**config.mk**
```make
export PLATFORM = sky130hd
export DESIGN_NAME = r_ptr_flags_ctrl
export DESIGN_NICKNAME = d
export VERILOG_FILES = /design/src/rtl/fifo_pkg.sv /design/src/rtl/d_ff_async.sv /design/src/rtl/gray_ptr_sync.sv /design/src/rtl/r_ptr_flags_ctrl.sv
export SDC_FILE = /design/constraint.sdc
export NUM_CORES = 1
export LEC_CHECK = 0
export BUFFER_PORTS_ARGS = -buffer_cell sky130_fd_sc_hd__buf_2
export CAP_MARGIN = 40
export CORE_ASPECT_RATIO = 0.8
export CORE_UTILIZATION = 56
export CTS_CLUSTER_SIZE = 10
export DETAILED_ROUTE_END_ITERATION = 16
export MAX_ROUTING_LAYER = met4
export PLACE_DENSITY = 0.87
export SYNTH_ARGS = -nofsm -noshare
export SYNTH_HDL_FRONTEND = slang
export SYNTH_SLANG_ARGS = --single-unit
```
**constraint.sdc**
```tcl
create_clock -name r_clk -period 7 [get_ports r_clk]
set_input_delay 0.7 -clock r_clk [delete_from_list [all_inputs] [get_ports r_clk]]
set_output_delay 0.7 -clock r_clk [all_outputs]
set_load 0.005 [all_outputs]
```
**src/rtl/fifo_pkg.sv**
```systemverilog
// ----------------------------------------------------------------------------
// fifo_pkg
// Shared definitions for the async FIFO pointer/flag controllers (read and
// write side).
//   - SYNC_STAGES_MIN/MAX : legal range of the gray-pointer synchroniser depth
//   - bin2gray / gray2bin : pointer code conversions. They work on a wide word;
//                           callers zero-extend narrower pointers and truncate
//                           the result. Leading zeros do not change either
//                           code, so the narrow result is exact.
// ----------------------------------------------------------------------------
package fifo_pkg;

  localparam int unsigned SYNC_STAGES_MIN = 2;
  localparam int unsigned SYNC_STAGES_MAX = 4;

  localparam int unsigned PTR_MAX_W = 32;

  typedef logic [PTR_MAX_W-1:0] ptr_word_t;

  function automatic ptr_word_t bin2gray(input ptr_word_t b);
    return b ^ (b >> 1);
  endfunction

  // Prefix XOR from the MSB down, built with doubling shifts:
  // after the loop, bit i holds the XOR of gray bits i..MSB.
  function automatic ptr_word_t gray2bin(input ptr_word_t g);
    ptr_word_t b;
    b = g;
    for (int unsigned s = 1; s < PTR_MAX_W; s = s << 1) begin
      b = b ^ (b >> s);
    end
    return b;
  endfunction

endpackage

```
**src/rtl/d_ff_async.sv**
```systemverilog
// ----------------------------------------------------------------------------
// d_ff_async
// Generic register with asynchronous active-low reset to a parameterised
// value.
//   clk    in   1      clock
//   rst_n  in   1      asynchronous active-low reset
//   i_d    in   WIDTH  next value
//   o_q    out  WIDTH  registered value (RST_VAL while in reset)
// ----------------------------------------------------------------------------
module d_ff_async #(
  parameter int unsigned      WIDTH   = 1,
  parameter logic [WIDTH-1:0] RST_VAL = '0
) (
  input  logic             clk,
  input  logic             rst_n,
  input  logic [WIDTH-1:0] i_d,
  output logic [WIDTH-1:0] o_q
);

  always_ff @(posedge clk or negedge rst_n) begin
    if (!rst_n) begin
      o_q <= RST_VAL;
    end else begin
      o_q <= i_d;
    end
  end

endmodule

```
**src/rtl/gray_ptr_sync.sv**
```systemverilog
// ----------------------------------------------------------------------------
// gray_ptr_sync
// Multi-flop synchroniser for a gray-coded FIFO pointer crossing into this
// clock domain. Used by both the read and the write side of the FIFO.
//   clk    in   1      destination clock
//   rst_n  in   1      asynchronous active-low reset (chain clears to 0)
//   i_d    in   WIDTH  gray pointer from the other clock domain
//   o_q    out  WIDTH  pointer after STAGES flops
// ----------------------------------------------------------------------------
module gray_ptr_sync
  import fifo_pkg::*;
#(
  parameter int unsigned WIDTH  = 5,
  parameter int unsigned STAGES = 2
) (
  input  logic             clk,
  input  logic             rst_n,
  input  logic [WIDTH-1:0] i_d,
  output logic [WIDTH-1:0] o_q
);

  if (STAGES < SYNC_STAGES_MIN || STAGES > SYNC_STAGES_MAX) begin : g_bad_stages
    $error("gray_ptr_sync: STAGES out of legal range");
  end

  logic [WIDTH-1:0] r_chain [STAGES];

  always_ff @(posedge clk or negedge rst_n) begin
    if (!rst_n) begin
      for (int unsigned i = 0; i < STAGES; i++) begin
        r_chain[i] <= '0;
      end
    end else begin
      r_chain[0] <= i_d;
      for (int unsigned i = 1; i < STAGES; i++) begin
        r_chain[i] <= r_chain[i-1];
      end
    end
  end

  assign o_q = r_chain[STAGES-1];

endmodule

```
**src/rtl/r_ptr_flags_ctrl.sv**
```systemverilog
// ----------------------------------------------------------------------------
// r_ptr_flags_ctrl
// Read-domain controller of the async FIFO: read pointer, RAM read address,
// empty / almost-empty flags, read-side fill level and (optionally) a sticky
// underflow flag.
//
// Parameters
//   ADDRESS_SIZE   RAM address width; depth = 2**ADDRESS_SIZE
//   SYNC_STAGES    flops in the w_ptr synchroniser (2..4)
//   AEMPTY_THRESH  r_aempty asserted when level <= AEMPTY_THRESH
//
// Ports
//   r_clk        in   1               read clock
//   rrst_n       in   1               asynchronous active-low reset
//   r_en         in   1               read request (ignored while empty)
//   r_uf_clr     in   1               clear underflow flag   (optional)
//   r_underflow  out  1               sticky underflow flag  (optional)
//   w_ptr        in   ADDRESS_SIZE+1  gray write pointer, write-clock domain
//   r_ptr        out  ADDRESS_SIZE+1  gray read pointer, registered
//   r_addr       out  ADDRESS_SIZE    binary RAM read address
//   r_empty      out  1               FIFO empty, registered
//   r_aempty     out  1               almost empty, registered
//   r_level      out  ADDRESS_SIZE+1  words available to read, registered
//
// Configuration macro
//   R_UNDERFLOW_FLAG_EN  defined: r_uf_clr / r_underflow ports and the
//                        underflow logic exist; undefined: both are absent.
// ----------------------------------------------------------------------------
module r_ptr_flags_ctrl
  import fifo_pkg::*;
#(
  parameter int unsigned ADDRESS_SIZE  = 4,
  parameter int unsigned SYNC_STAGES   = 2,
  parameter int unsigned AEMPTY_THRESH = 1
) (
  input  logic                  r_clk,
  input  logic                  rrst_n,
  input  logic                  r_en,
`ifdef R_UNDERFLOW_FLAG_EN
  input  logic                  r_uf_clr,
  output logic                  r_underflow,
`endif
  input  logic [ADDRESS_SIZE:0] w_ptr,
  output logic [ADDRESS_SIZE:0] r_ptr,
  output logic [ADDRESS_SIZE-1:0] r_addr,
  output logic                  r_empty,
  output logic                  r_aempty,
  output logic [ADDRESS_SIZE:0] r_level
);

  localparam int unsigned PTR_W = ADDRESS_SIZE + 1;

  logic [PTR_W-1:0] r_bin;
  logic [PTR_W-1:0] w_rq_wptr;
  logic [PTR_W-1:0] w_wbin_s;
  logic             w_rd_fire;
  logic [PTR_W-1:0] w_bnext;
  logic [PTR_W-1:0] w_gnext;
  logic             w_empty_next;
  logic             w_aempty_next;
  logic [PTR_W-1:0] w_level_next;

  // Write pointer into the read domain
  gray_ptr_sync #(
    .WIDTH  (PTR_W),
    .STAGES (SYNC_STAGES)
  ) u_wptr_sync (
    .clk   (r_clk),
    .rst_n (rrst_n),
    .i_d   (w_ptr),
    .o_q   (w_rq_wptr)
  );

  always_comb begin
    w_wbin_s      = PTR_W'(gray2bin(PTR_MAX_W'(w_rq_wptr)));
    w_rd_fire     = r_en & ~r_empty;
    w_bnext       = r_bin + PTR_W'(w_rd_fire);
    w_gnext       = PTR_W'(bin2gray(PTR_MAX_W'(w_bnext)));
    // Flags are computed from the post-read pointer so that a final read
    // coinciding with a newly synchronised write never flashes empty.
    w_empty_next  = (w_gnext == w_rq_wptr);
    w_level_next  = w_wbin_s - w_bnext;
    w_aempty_next = (w_level_next <= PTR_W'(AEMPTY_THRESH));
  end

  d_ff_async #(.WIDTH(PTR_W), .RST_VAL('0)) u_bin_ff (
    .clk (r_clk), .rst_n (rrst_n), .i_d (w_bnext), .o_q (r_bin)
  );

  d_ff_async #(.WIDTH(PTR_W), .RST_VAL('0)) u_ptr_ff (
    .clk (r_clk), .rst_n (rrst_n), .i_d (w_gnext), .o_q (r_ptr)
  );

  d_ff_async #(.WIDTH(1), .RST_VAL(1'b1)) u_empty_ff (
    .clk (r_clk), .rst_n (rrst_n), .i_d (w_empty_next), .o_q (r_empty)
  );

  d_ff_async #(.WIDTH(1), .RST_VAL(1'b1)) u_aempty_ff (
    .clk (r_clk), .rst_n (rrst_n), .i_d (w_aempty_next), .o_q (r_aempty)
  );

  d_ff_async #(.WIDTH(PTR_W), .RST_VAL('0)) u_level_ff (
    .clk (r_clk), .rst_n (rrst_n), .i_d (w_level_next), .o_q (r_level)
  );

  assign r_addr = r_bin[ADDRESS_SIZE-1:0];

`ifdef R_UNDERFLOW_FLAG_EN
  logic w_uf_next;

  // Set has priority over a simultaneous clear.
  always_comb begin
    w_uf_next = r_underflow;
    if (r_en && r_empty) begin
      w_uf_next = 1'b1;
    end else if (r_uf_clr) begin
      w_uf_next = 1'b0;
    end
  end

  d_ff_async #(.WIDTH(1), .RST_VAL(1'b0)) u_uf_ff (
    .clk (r_clk), .rst_n (rrst_n), .i_d (w_uf_next), .o_q (r_underflow)
  );
`endif

endmodule

```
==> flow_summary.json <==
{
  "drv_slew": 0,
  "clk_pin_slew_ns": 0.13,
  "grt_start_max_net_pins": 27,
  "drt-wirelength-per-cell_um": 13.8,
  "ant_nets": 0,
  "yosysTopAreaCell": "dfrtp_1",
  "drive_above_1_share": 0.299,
  "cts.repair.resized": 0,
  "synth_top_family_by_area": "XOR/XNOR gates",
  "grt_pass1_vias": 792,
  "synthArstFlopShare": 1.00,
  "clock_skew_ns": 0.00255,
  "setup_tns_ns": 0,
  "syn2layout_area_growth_pct": 17.0,
  "worst_slack_ns": 4.28,
  "ys.flop_type": "dfrtp_1",
  "synth_xor_area_frac": 0.196,
  "drt_first_pass_iters": 4,
  "setup_violations": 0,
  "nNetsFinal": 130,
  "cts_tree": "yes",
  "preCtsSetupSlack_ns": 4.28,
  "synth_nets": 103,
  "cts_buffers": 3,
  "p_leak_nw": 0.627,
  "clkLatencyLatePin_ns": 0.32,
  "grt_pass1_wl_mm": 3.34,
  "dieWidth_um": 52.3,
  "start_util": 0.600,
  "dpl.cell_count": 137,
  "die-area_um2": 2210,
  "core_area_um2": 1890,
  "finalHoldViolCount": 0,
  "cp_slowest_cell": "dfrtp_1",
  "cp_data_arrival_time_ns": 2.96,
  "dp_hpwl_mm": 1.43,
  "relSlewSlack": 0.635,
  "synth_cell_types": 26,
  "power_density_nw_per_um2": 513,
  "gp_congestion": 0.845,
  "ys_seq_area_frac": 0.576,
  "root_buffer": "clkbuf_4",
  "num_antenna_cells": 0,
  "drtIter0Drc": 21,
  "synth_mux_area_frac": 0,
  "hold_slack_ns": 0.340,
  "slowest_delay_ns": 0.45,
  "yosysMostFrequentCell": "dfrtp_1",
  "worstSetupEndpointType": "flop",
  "fin_crit_sh": 0.389,
  "cap_violations": 0,
  "worst_pin_slew_ns": 0.547,
  "power_uw": 681,
  "synth_area_um2": 1130,
  "final_cell_area_um2": 1330,
  "path_class": "flop to flop",
  "synthTopCellsByArea": "dfrtp_1, xnor2_1, xor2_1",
  "clock_sinks": 26,
  "crit_buf_inv": 1,
  "critical_path_required_ns": 7.24,
  "rr_worst_depth": 11,
  "post-route-min-period_ns": 2.72,
  "synth-compound-area-share": 0.0518,
  "hold_class": "input pin to async pin",
  "status": "finished clean",
  "cp_max_fo": 6,
  "synth_enable_flop_cells": 0,
  "avgSynthCellArea_um2": 12.5,
  "drc_errors": 0,
  "stdcell_count": 141,
  "fmax_mhz": 367,
  "vias": 745,
  "crit_chain": "xnor3_2 -> xor2_2 -> xor2_1 -> ha_1 -> inv_1 -> ha_1 -> nor2_1 -> o21ai_0 -> a41oi_1 -> xor2_1 -> nor4_2",
  "cts_setup_buffers": 0,
  "r2r_end": "u_aempty_ff.o_q$_DFF_PN1_",
  "gr-total-overflow": 0,
  "viasPerCell": 5.28,
  "port_buffers": 23,
  "grt_setup_unrepaired": "false",
  "h-tree-depth": 1,
  "r2r-start": "u_wptr_sync.o_q[3]$_DFF_PN0_",
  "hold_buffers": 0,
  "fin_util": 0.702,
  "yosys_warnings": 0,
  "synth_seq_cells": 26,
  "synthAdderAreaFrac": 0.0441,
  "grt_usage": 0.218,
  "r2r_slack_ns": 4.28,
  "die_h_um": 42.3,
  "wirelength_mm": 1.95,
  "irDropWorstVdd_uv": 309,
  "synth_common_cells": "dfrtp_1, xnor2_1, inv_1",
  "yosys.area.top_type_share": 0.529,
  "synthSimpleGateAreaFrac": 0.0948,
  "cpLargestDelayFamily": "XOR/XNOR gates",
  "num_rows": 14,
  "antenna_found_initial": 0,
  "start_kind": "flop",
  "netlist_instances": 91,
  "io-pin-count": 24,
  "placedInstanceArea_um2": 1270,
  "cts.path.max_buffers": 2
}
-- layout make-up --
type                       instances  area [um2]
fill                             144         564
inverter                          10        37.5
tap                               24        30.0
multi-input combinational         54         439
clock inverter                     1        30.0
clock buffer                       3        22.5
timing repair buffer              23         115
sequential                        26         653
-- metal layers --
metal	share of wire	track usage	up-vias	wire length [um]
met4	0.0087	0.0474	0	17
met3	0.046	0.0652	4	90
li1	-	-	349	-
met5	0	-	-	0
met1	0.38	0.253	369	744
met2	0.56	0.372	23	1090
-- state kept, by name, indices dropped and copies added (netlist names) --
| signal | cells |
|---|---|
| u_bin_ff.o_q | 5 |
| u_aempty_ff.o_q | 1 |
| u_empty_ff.o_q | 1 |
| u_wptr_sync.o_q | 5 |
| u_ptr_ff.o_q | 4 |
| u_level_ff.o_q | 5 |
| u_wptr_sync.r_chain | 5 |
-- cells in the final DEF (no fill, tap or decap), types with 2 or more instances in the layout --
cell type | netlist | layout
dfrtp_1 | 24 | 24
buf_2 | 0 | 23
xnor2_1 | 12 | 12
inv_1 | 9 | 9
xor2_1 | 7 | 7
nand3_1 | 6 | 6
nor2_1 | 4 | 4
ha_1 | 4 | 4
nand2_1 | 3 | 3
or3_1 | 3 | 3
clkbuf_4 | 0 | 3
o21ai_0 | 2 | 2
dfstp_2 | 2 | 2
-- cells by family after synthesis --
group | count (synthesis)
flops | 26
xor+xnor | 22
simple gates | 20
buf+inv | 11
compound gates | 8
fa+ha+maj | 4
-- worst max-delay path by stage --
| stage | from | endpoint | slack [ns] | cells past startpoint |
|---|---|---|---|---|
| final | u_wptr_sync.o_q[3]$_DFF_PN0_ | u_aempty_ff.o_q$_DFF_PN1_ | 4.28 | 11 |
| after floorplan | r_en | u_aempty_ff.o_q$_DFF_PN1_ | 4.59 | 11 |
| after global routing | u_wptr_sync.o_q[3]$_DFF_PN0_ | u_aempty_ff.o_q$_DFF_PN1_ | 4.04 | 11 |
| after global placement | r_en | u_aempty_ff.o_q$_DFF_PN1_ | 4.35 | 11 |
| after CTS | u_wptr_sync.o_q[3]$_DFF_PN0_ | u_aempty_ff.o_q$_DFF_PN1_ | 4.24 | 11 |
| after detailed placement | r_en | u_aempty_ff.o_q$_DFF_PN1_ | 4.28 | 11 |
-- power breakdown --
| group | leakage [nW] | internal (mW) | switching (mW) |
|---|---|---|---|
| registers | 0.300 | 0.205 | 0.0277 |
| clock network | 0.0279 | 0.0579 | 0.0430 |
| logic | 0.298 | 0.152 | 0.196 |
(Power assumes the default switching activity.)
